$ cat config.mk
export PLATFORM = sky130hd
export DESIGN_NAME = imm_gen_pipe_flat
export DESIGN_NICKNAME = d
export VERILOG_FILES = /design/src/rtl/imm_gen_pipe_if.sv /design/src/rtl/imm_gen_pipe.sv /design/src/flat_wrapper.sv
export SDC_FILE = /design/constraint.sdc
export NUM_CORES = 1
export LEC_CHECK = 0
export BUFFER_PORTS_ARGS = -buffer_cell sky130_fd_sc_hd__buf_4
export CAP_MARGIN = 15
export CORE_AREA = 2 2 78 98
export DETAILED_ROUTE_END_ITERATION = 6
export DIE_AREA = 0 0 80 100
export PLACE_DENSITY = 0.84
export RECOVER_POWER = 50
export SLEW_MARGIN = 20
export SYNTH_ARGS = -nofsm -noshare
export SYNTH_HDL_FRONTEND = slang
export SYNTH_SLANG_ARGS = --single-unit
$ cat constraint.sdc
create_clock -name clk -period 2.4 [get_ports clk]
set_input_delay 0.48 -clock clk [delete_from_list [all_inputs] [get_ports clk]]
set_output_delay 0.48 -clock clk [all_outputs]
set_load 0.02 [all_outputs]
$ cat src/rtl/imm_gen_pipe_if.sv
// Instruction-in / immediate-out stream bundle for imm_gen_pipe.
// The master side feeds instructions and consumes immediates; the slave side is the extractor.
interface imm_gen_pipe_if #(
  parameter int XLEN = 32
);
  logic                   in_valid;
  logic                   in_ready;
  logic [31:0]            instruction;
  logic [2:0]             sel_in;
  logic                   out_valid;
  logic                   out_ready;
  logic signed [XLEN-1:0] imm;
  logic [2:0]             fmt;
  logic                   illegal;

  modport master (
    output in_valid, instruction, sel_in, out_ready,
    input  in_ready, out_valid, imm, fmt, illegal
  );

  modport slave (
    input  in_valid, instruction, sel_in, out_ready,
    output in_ready, out_valid, imm, fmt, illegal
  );
endinterface

$ cat src/rtl/imm_gen_pipe.sv
// Pipelined RISC-V immediate extractor: decode, sign-extend to XLEN, one registered output
// stage backed by a single-entry skid buffer so in_ready never depends on out_ready.
module imm_gen_pipe #(
  parameter int XLEN     = 32,
  parameter bit AUTO_SEL = 1'b1
) (
  input  logic          clk,
  input  logic          rst_n,
  input  logic          flush,
  imm_gen_pipe_if.slave bus
);

  localparam logic [2:0] FMT_NONE = 3'd0;
  localparam logic [2:0] FMT_I    = 3'd1;
  localparam logic [2:0] FMT_U    = 3'd2;
  localparam logic [2:0] FMT_S    = 3'd3;
  localparam logic [2:0] FMT_B    = 3'd4;
  localparam logic [2:0] FMT_J    = 3'd5;

  function automatic logic signed [XLEN-1:0] sext32(input logic signed [31:0] v);
    return XLEN'(v);
  endfunction

  logic [31:0]            ins_p0;
  logic [6:0]             opc_p0;
  logic [2:0]             f3_p0;
  logic [2:0]             fmt_p0;
  logic                   ill_p0;
  logic                   shift_p0;
  logic signed [31:0]     raw_p0;
  logic signed [XLEN-1:0] imm_p0;

  logic                   vld_p1;
  logic signed [XLEN-1:0] imm_p1;
  logic [2:0]             fmt_p1;
  logic                   ill_p1;
  logic                   skid_vld_p1;
  logic signed [XLEN-1:0] skid_imm_p1;
  logic [2:0]             skid_fmt_p1;
  logic                   skid_ill_p1;

  logic accept;
  logic out_free;

  // ---- p0: combinational decode of the incoming beat ----
  assign ins_p0 = bus.instruction;
  assign opc_p0 = ins_p0[6:0];
  assign f3_p0  = ins_p0[14:12];

  always_comb begin
    fmt_p0 = FMT_NONE;
    ill_p0 = 1'b0;
    if (AUTO_SEL) begin
      case (opc_p0)
        7'b0010011, 7'b0000011, 7'b1100111,
        7'b1110011, 7'b0001111:             fmt_p0 = FMT_I;
        7'b0110111, 7'b0010111:             fmt_p0 = FMT_U;
        7'b0100011:                         fmt_p0 = FMT_S;
        7'b1100011:                         fmt_p0 = FMT_B;
        7'b1101111:                         fmt_p0 = FMT_J;
        7'b0110011:                         fmt_p0 = FMT_NONE;
        7'b0011011: if (XLEN == 64) fmt_p0 = FMT_I; else ill_p0 = 1'b1;
        7'b0111011: if (XLEN != 64) ill_p0 = 1'b1;
        default:                            ill_p0 = 1'b1;
      endcase
    end else begin
      if (bus.sel_in > FMT_J) ill_p0 = 1'b1;
      else                    fmt_p0 = bus.sel_in;
    end
  end

  // Shift-immediates carry shamt in the I field; funct7 bits must not leak into IMM.
  assign shift_p0 = (fmt_p0 == FMT_I) &&
                    ((opc_p0 == 7'b0010011) || (opc_p0 == 7'b0011011)) &&
                    ((f3_p0 == 3'b001) || (f3_p0 == 3'b101));

  always_comb begin
    raw_p0 = '0;
    case (fmt_p0)
      FMT_I:   raw_p0 = {{20{ins_p0[31]}}, ins_p0[31:20]};
      FMT_S:   raw_p0 = {{20{ins_p0[31]}}, ins_p0[31:25], ins_p0[11:7]};
      FMT_B:   raw_p0 = {{19{ins_p0[31]}}, ins_p0[31], ins_p0[7], ins_p0[30:25],
                         ins_p0[11:8], 1'b0};
      FMT_U:   raw_p0 = {ins_p0[31:12], 12'b0};
      FMT_J:   raw_p0 = {{11{ins_p0[31]}}, ins_p0[31], ins_p0[19:12], ins_p0[20],
                         ins_p0[30:21], 1'b0};
      default: raw_p0 = '0;
    endcase
    if (shift_p0) begin
      raw_p0 = (XLEN == 64 && opc_p0 == 7'b0010011) ? {26'b0, ins_p0[25:20]}
                                                    : {27'b0, ins_p0[24:20]};
    end
  end

  assign imm_p0 = sext32(raw_p0);

  assign bus.in_ready = ~skid_vld_p1;
  assign accept       = bus.in_valid & bus.in_ready;
  assign out_free     = ~vld_p1 | bus.out_ready;

  // ---- p1: output register and skid buffer ----
  always_ff @(posedge clk or negedge rst_n) begin
    if (!rst_n) begin
      vld_p1      <= 1'b0;
      imm_p1      <= '0;
      fmt_p1      <= FMT_NONE;
      ill_p1      <= 1'b0;
      skid_vld_p1 <= 1'b0;
      skid_imm_p1 <= '0;
      skid_fmt_p1 <= FMT_NONE;
      skid_ill_p1 <= 1'b0;
    end else if (flush) begin
      vld_p1      <= 1'b0;
      skid_vld_p1 <= 1'b0;
    end else if (accept && out_free) begin
      vld_p1 <= 1'b1;
      imm_p1 <= imm_p0;
      fmt_p1 <= fmt_p0;
      ill_p1 <= ill_p0;
    end else if (accept) begin
      skid_vld_p1 <= 1'b1;
      skid_imm_p1 <= imm_p0;
      skid_fmt_p1 <= fmt_p0;
      skid_ill_p1 <= ill_p0;
    end else if (out_free && skid_vld_p1) begin
      vld_p1      <= 1'b1;
      imm_p1      <= skid_imm_p1;
      fmt_p1      <= skid_fmt_p1;
      ill_p1      <= skid_ill_p1;
      skid_vld_p1 <= 1'b0;
    end else if (out_free) begin
      vld_p1 <= 1'b0;
    end
  end

  assign bus.out_valid = vld_p1;
  assign bus.imm       = imm_p1;
  assign bus.fmt       = fmt_p1;
  assign bus.illegal   = ill_p1;

endmodule
$ cat src/flat_wrapper.sv
// flat-port wrapper written by rule: the top's interface ports become plain ports
module imm_gen_pipe_flat 
#(
  parameter int XLEN     = 32,
  parameter bit AUTO_SEL = 1'b1
)
  (clk, rst_n, flush, bus_in_valid, bus_instruction, bus_sel_in, bus_out_ready, bus_in_ready, bus_out_valid, bus_imm, bus_fmt, bus_illegal);
  imm_gen_pipe_if #(.XLEN(XLEN)) bus_i ();
  input  logic clk;
  input  logic rst_n;
  input  logic flush;
  input wire logic [$bits(bus_i.in_valid)-1:0] bus_in_valid;
  input wire logic [$bits(bus_i.instruction)-1:0] bus_instruction;
  input wire logic [$bits(bus_i.sel_in)-1:0] bus_sel_in;
  input wire logic [$bits(bus_i.out_ready)-1:0] bus_out_ready;
  output wire logic [$bits(bus_i.in_ready)-1:0] bus_in_ready;
  output wire logic [$bits(bus_i.out_valid)-1:0] bus_out_valid;
  output wire logic [$bits(bus_i.imm)-1:0] bus_imm;
  output wire logic [$bits(bus_i.fmt)-1:0] bus_fmt;
  output wire logic [$bits(bus_i.illegal)-1:0] bus_illegal;
  assign bus_i.in_valid = bus_in_valid;
  assign bus_i.instruction = bus_instruction;
  assign bus_i.sel_in = bus_sel_in;
  assign bus_i.out_ready = bus_out_ready;
  assign bus_in_ready = bus_i.in_ready;
  assign bus_out_valid = bus_i.out_valid;
  assign bus_imm = bus_i.imm;
  assign bus_fmt = bus_i.fmt;
  assign bus_illegal = bus_i.illegal;
  imm_gen_pipe #(.XLEN(XLEN), .AUTO_SEL(AUTO_SEL)) u_core (.clk(clk), .rst_n(rst_n), .flush(flush), .bus(bus_i));
endmodule
==> results.py, run 1 <==
metrics = {
    "clocking": {
        "cts_num_sinks": 74,
        "clockRootBuffer": "clkbuf_8",
        "cts_buffer_depth": 2,
        "cts_tree": "yes",
        "clk_pin_slew_ps": 80,
        "hold_buffers": 0,
        "clk-insertion-delay-late_ps": 350,
        "cts-htree-levels": 3,
        "cts_buffers": 9,
    },
    "route": {
        "drtAntennaViolNets": 0,
        "wl_per_cell_um": 18.41,
        "vias": 3839,
        "first_iter_violations": 251,
        "drt_pre_antenna_iters": 5,
        "drc": 0,
        "vias_per_cell": 6.123,
        "wirelength_um": 11550,
    },
    "global_route": {
        "grt_pass1_wl_um": 17570,
        "grt_pass1_vias": 3727,
        "antenna_found_initial": 0,
        "grt_start_max_net_pins": 48,
        "overflow": 0,
        "grt.total_usage_pct": 28.27,
    },
    "placement": {
        "gp_congestion": 0.8838,
        "pre_cts_slack_ps": -583.2,
        "io_buffers": 74,
        "hpwl_um": 7223,
        "dpl-instance-area_mm2": 0.004684,
    },
    "logic_synthesis": {
        "ys.flop_type": "dfrtp_1",
        "synth-edff-count": 0,
        "seq_area_frac_synth_pct": 48.78,
        "yosysWarningCount": 0,
        "synth_top_area_share_pct": 48.78,
        "synthAdderAreaFrac_pct": 0.3296,
        "synthesis.area_mm2": 0.003796,
        "synthSimpleGateAreaFrac_pct": 19.22,
        "synthMuxAreaShare_pct": 0.2637,
        "ys_ff_latch": 74,
        "synth_nets": 465,
        "synth_xor_area_share_pct": 0.4614,
        "yosysTopAreaCell": "dfrtp_1",
        "ys_types": 52,
        "synth.area.top_cells": "dfrtp_1 (49%), a21oi_1 (6.9%), o21ai_0 (6.2%)",
        "avgSynthCellArea_um2": 8.953,
        "async_flop_share_pct": 100.0,
        "netlist_instances": 424,
        "synth-compound-area-share_pct": 25.18,
        "synth_top_family_by_area": "compound AO/OA/AOI/OAI gates",
    },
    "floorplanning": {
        "core_area_mm2": 0.007182,
        "dieArea_mm2": 0.008000,
        "start_util_pct": 52.86,
        "die_h_um": 100,
        "die_w_um": 80,
        "rows": 35,
        "io-pin-count": 78,
    },
    "worst_setup_path": {
        "crit_fanout": 8,
        "start_kind": "input port",
        "crit_path_end": "u_core.skid_imm_p1[14]$_DFFE_PN0P_",
        "r2r_cells": 5,
        "rr_startpoint": "u_core.skid_vld_p1$_DFFE_PN0P_",
        "required_ps": 2680,
        "critPathKind": "input port to register",
        "cp-end-kind": "register",
        "r2r_end": "u_core.skid_imm_p1[18]$_DFFE_PN0P_",
        "arrival_ps": 2910,
        "startpoint": "bus_instruction[4]",
        "rrSetupSlack_ps": 410,
    },
    "final_layout": {
        "final_area_mm2": 0.005235,
        "layout_common_cells": "buf_4 (115), dfrtp_1 (74), nand2_1 (59), a21oi_1 (34), nor2_1 (30)",
        "seqCellArea_mm2": 0.001852,
        "multi_input_area_mm2": 0.002054,
        "nFillCells": 496,
        "drive_above_1_share_pct": 38.88,
        "areaGrowthSynthToFinish_pct": 37.90,
        "layout_commonest_cell": "buf_4",
        "num_antenna_cells": 0,
        "nets": 572,
    },
    "power_and_ir_drop": {
        "p_per_area_mw_per_mm2": 616.9,
        "vdd_drop_max_v": 0.0004816,
        "p_leak_uw": 0.002284,
    },
    "sta": {
        "clock_skew_ps": 6.400,
        "max_slew.worst_pin.slew_ps": 1174,
        "hold_violations": 0,
        "hold_slack_ps": 347.5,
        "timing.final.crit_period_ps": 2630,
        "period_share_pct": 109.6,
        "grt_setup_unrepaired": "yes",
        "slew_violations": 0,
        "worst_slack_ps": -229.7,
        "fmax_ghz": 0.3803,
        "setup-tns-final_ps": -7180,
        "setup_viol": 58,
        "relSlewSlack_pct": 21.76,
    },
    "run": {
        "max_cap_viol_count": 0,
    },
    "outcome": {
        "violations": "setup timing",
        "status": "finished, violations left",
    },
    "worst_hold_path": {
        "hold_class": "input port to async pin",
    },
}
[stage by stage]
stage | utilization (%) | cells | total power [uW]
5_1_grt | 72.89 | 627 | 3366
3_3_place_gp | 65.23 | 606 | 2124
4_1_cts | 69.88 | 625 | 3190
2_1_floorplan | - | 424 | 1825
3_5_place_dp | 65.23 | 606 | 2150
6_report | 72.89 | 627 | 3229
[Yosys cell counts, types with 2 or more instances]
cell,number
and3_1,6
nand2b_1,3
nand3_1,2
a2111oi_4,2
o22ai_1,12
nor2_1,31
a22oi_1,4
dfrtp_1,74
or3_1,10
nor2b_1,3
o31ai_1,11
o21ai_0,47
a221oi_1,5
a211oi_1,3
nor4_1,2
nand2_1,61
nor3_1,28
a31oi_1,6
inv_1,6
buf_6,6
clkbuf_8,3
a21oi_1,52
clkbuf_1,18
[layer usage]
| metal | up-vias | GRT usage (%) | wire length, um |
|---|---|---|---|
| li1 | 1744 | - | - |
| met1 | 1862 | 35.94 | 4339 |
| met2 | 203 | 47.37 | 6029 |
| met3 | 30 | 5.755 | 934 |
| met4 | 0 | 10.82 | 242 |
| met5 | - | 0 | 0 |
[flip-flops by register name, summed over array words and instances (netlist names)]
| signal | flops |
|---|---|
| u_core.bus.fmt | 3 |
| u_core.bus.illegal | 1 |
| u_core.bus.imm | 32 |
| u_core.bus.out_valid | 1 |
| u_core.skid_fmt_p1 | 3 |
| u_core.skid_ill_p1 | 1 |
| u_core.skid_imm_p1 | 32 |
| u_core.skid_vld_p1 | 1 |
[worst min-delay path by stage]
| stage | endpoint | start | cells past startpoint | slack, ps |
|---|---|---|---|---|
| after floorplan | u_core.bus.fmt[0]$_DFFE_PN0P_ | rst_n | 0 | 180 |
| after global placement | u_core.skid_imm_p1[11]$_DFFE_PN0P_ | u_core.skid_imm_p1[11]$_DFFE_PN0P_ | 2 | 450 |
| after detailed placement | u_core.skid_imm_p1[11]$_DFFE_PN0P_ | u_core.skid_imm_p1[11]$_DFFE_PN0P_ | 2 | 470 |
| after CTS | u_core.bus.fmt[2]$_DFFE_PN0P_ | rst_n | 1 | 150 |
| after global routing | u_core.bus.out_valid$_DFFE_PN0P_ | flush | 2 | 350 |
| final | u_core.bus.fmt[2]$_DFFE_PN0P_ | rst_n | 1 | 350 |
[where the power goes]
part,total [uW],leakage [uW],switching [uW],internal (uW)
clock network,1040,0.000105,464,574
logic,730,0.00121,421,309
registers,1460,0.000965,80.5,1380
total,3230,0.00228,965,2260
[cells by family after synthesis]
group,Yosys count
AO/OA/AOI/OAI,153
XOR/XNOR,2
adder cells (fa/ha/maj),1
buffers and inverters,37
flip-flops,74
multiplexers,1
AND/OR/NAND/NOR,156
[worst max-delay path: stages]
cell	delay (ps)
buf_6	90
or3b_4	400
a2111oi_4	360
inv_2	100
ha_4	190
a2111oi_4	260
buf_4	220
a21oi_4	70
a211o_4	310
a21o_4	260
o22ai_2	170
[repair_timing]
action | 4_1_cts | 5_1_grt
buffers inserted | 3 | 2
resized for setup | 36 | 41
pin swaps | 17 | 12
setup endpoints to repair | 60 | 62
cloned | 1 | 0
[final cells by class]
cell class,instances,share of cell area [%]
multi-input cells,314,39.24
flip-flops and latches,74,35.37
well taps,92,2.199
clock inverters,6,1.577
repair buffers,125,18.74
clock buffers,9,2.366
inverters,7,0.5019
Power figures use the tool's default switching activity.
==> run 2, diff against run 1 <==
==> constraint.sdc (replaced) <==
create_clock -name clk -period 2.4 [get_ports clk]
set_input_delay 0.36 -clock clk [delete_from_list [all_inputs] [get_ports clk]]
set_output_delay 0.36 -clock clk [all_outputs]
set_load 0.02 [all_outputs]
==> run 2 against run 1 <==
The flow finishes with violations (capacitance limit, slew limit, setup timing). First-iteration DRC count grew 8.0%. Routed wire length grew 4.8%. Worst hold slack lost 130 ps. Largest power group unchanged. Clock skew grew 5.1 ps.
==> results.py, run 2 (synthesis results as in run 1) <==
metrics = {
    "outcome": {
        "status": "finished, violations left",
        "violations": "capacitance limit, slew limit, setup timing",
    },
    "clocking": {
        "cts_buffers": 9,
        "cts-htree-levels": 3,
        "cts_tree": "yes",
        "clk_pin_slew_ps": 80,
        "cts_buffer_depth": 2,
        "clk-insertion-delay-late_ps": 360,
        "cts_num_sinks": 74,
        "hold_buffers": 0,
        "clockRootBuffer": "clkbuf_8",
    },
    "route": {
        "wirelength_um": 12100,
        "vias_per_cell": 6.239,
        "drc": 0,
        "first_iter_violations": 271,
        "drt_pre_antenna_iters": 5,
        "drtAntennaViolNets": 0,
        "vias": 3943,
        "wl_per_cell_um": 19.15,
    },
    "floorplanning": {
        "io-pin-count": 78,
        "start_util_pct": 52.86,
        "core_area_mm2": 0.007182,
        "dieArea_mm2": 0.008000,
        "die_h_um": 100,
        "die_w_um": 80,
        "rows": 35,
    },
    "final_layout": {
        "seqCellArea_mm2": 0.001852,
        "num_antenna_cells": 0,
        "nets": 576,
        "drive_above_1_share_pct": 41.67,
        "layout_common_cells": "buf_4 (119), dfrtp_1 (74), nand2_1 (59), nor2_1 (30), a21oi_1 (28)",
        "areaGrowthSynthToFinish_pct": 40.84,
        "nFillCells": 502,
        "multi_input_area_mm2": 0.002107,
        "final_area_mm2": 0.005346,
        "layout_commonest_cell": "buf_4",
    },
    "sta": {
        "timing.final.crit_period_ps": 2497,
        "worst_slack_ps": -97.43,
        "hold_violations": 0,
        "setup_viol": 34,
        "grt_setup_unrepaired": "yes",
        "setup-tns-final_ps": -1817,
        "fmax_ghz": 0.4004,
        "slew_violations": 75,
        "relSlewSlack_pct": -22.59,
        "clock_skew_ps": 11.51,
        "period_share_pct": 104.1,
        "max_slew.worst_pin.slew_ps": 1839,
    },
    "power_and_ir_drop": {
        "vdd_drop_max_v": 0.0005168,
        "p_total_uw": 3322,
        "p_per_area_mw_per_mm2": 621.4,
        "p_leak_uw": 0.002315,
    },
    "worst_setup_path": {
        "arrival_ps": 2780,
        "crit_fanout": 8,
        "required_ps": 2680,
        "critPathKind": "input port to register",
        "start_kind": "input port",
        "cp-end-kind": "register",
    },
    "run": {
        "max_cap_viol_count": 1,
    },
    "global_route": {
        "grt.total_usage_pct": 29.47,
        "grt_pass1_vias": 3840,
        "grt_pass1_wl_um": 18270,
        "grt_start_max_net_pins": 75,
        "overflow": 0,
        "antenna_found_initial": 0,
    },
    "placement": {
        "dpl-instance-area_mm2": 0.004679,
        "hpwl_um": 7228,
        "io_buffers": 74,
        "gp_congestion": 0.8686,
    },
    "worst_hold_path": {
        "hold_class": "input port to register",
    },
}
run 2: cell count changes in the layout (fill, tap and decap cells not counted), moves of 3 or more:
cell	previous run	this run
a21oi_1	34	28
a21oi_2	15	21
o21ai_1	19	14
a22oi_1	4	0
a22oi_2	0	4
buf_4	115	119
o21ai_2	8	11
run 2: report_power, final:
group | switching (uW) | total, uW | internal, uW
clock network | 482 | 1120 | 643
registers | 78.7 | 1460 | 1380
logic | 427 | 738 | 311
total | 987 | 3320 | 2340
run 2: per-layer routing:
metal / global-route usage (%) / wire (um) / up-vias / part of all wire [%]
met4: 13.95 / 462 / 0 / 3.8
li1: - / - / 1753 / -
met1: 37.43 / 4591 / 1910 / 38
met5: 0 / 0 / - / 0
met3: 7.734 / 951 / 46 / 7.9
met2: 46.92 / 6099 / 234 / 50
run 2: timing repair:
action | CTS | global route
setup endpoints to repair | 34 | 59
setup buffers | 2 | 5
cloned | 1 | 1
resized for setup | 16 | 76
pin swaps | 3 | 16
run 2: path summary, 6_finish.rpt:
check / cells past startpoint / end / from / slack (ps)
max in group asynchronous: 1 / u_core.skid_imm_p1[31]$_DFFE_PN0P_ / rst_n / 820
min in group asynchronous: 1 / u_core.bus.imm[21]$_DFFE_PN0P_ / rst_n / 480
worst min-delay path: 2 / u_core.bus.out_valid$_DFFE_PN0P_ / flush / 220
worst min register to register: 2 / u_core.skid_fmt_p1[0]$_DFFE_PN0P_ / u_core.skid_fmt_p1[0]$_DFFE_PN0P_ / 490
worst max-delay path: 12 / u_core.skid_imm_p1[18]$_DFFE_PN0P_ / bus_instruction[2] / -100
worst max register to register: 5 / u_core.skid_imm_p1[16]$_DFFE_PN0P_ / u_core.skid_vld_p1$_DFFE_PN0P_ / 250
run 2: area by class of cell:
type | instances | area share, %
Multi-Input combinational cell | 314 | 39.41
Sequential cell | 74 | 34.64
Timing Repair Buffer | 129 | 19.03
Clock buffer | 12 | 2.902
Tap cell | 92 | 2.153
Clock inverter | 4 | 1.381
Inverter | 7 | 0.4915
run 2: per-stage QoR:
stage	hold slack, ps	util (%)	cells	setup WS [ps]
finish	216.1	74.44	632	-97.43
detailed placement	470.8	65.16	607	-481.4
floorplan	64.41	-	424	-594.6
global route	213.8	74.44	632	-235.9
global placement	455.2	65.16	607	-367.5
CTS	159.0	69.65	626	-52.24
run 2: critical path, stage by stage:
cell and delay [ps]:
buf_6 90, buf_4 150, xor2_1 170, nor3_1 320, inv_1 170, ha_4 210
buf_4 140, nor4_4 330, a21oi_4 70, a211o_4 310, a21o_4 280, o22ai_2 160
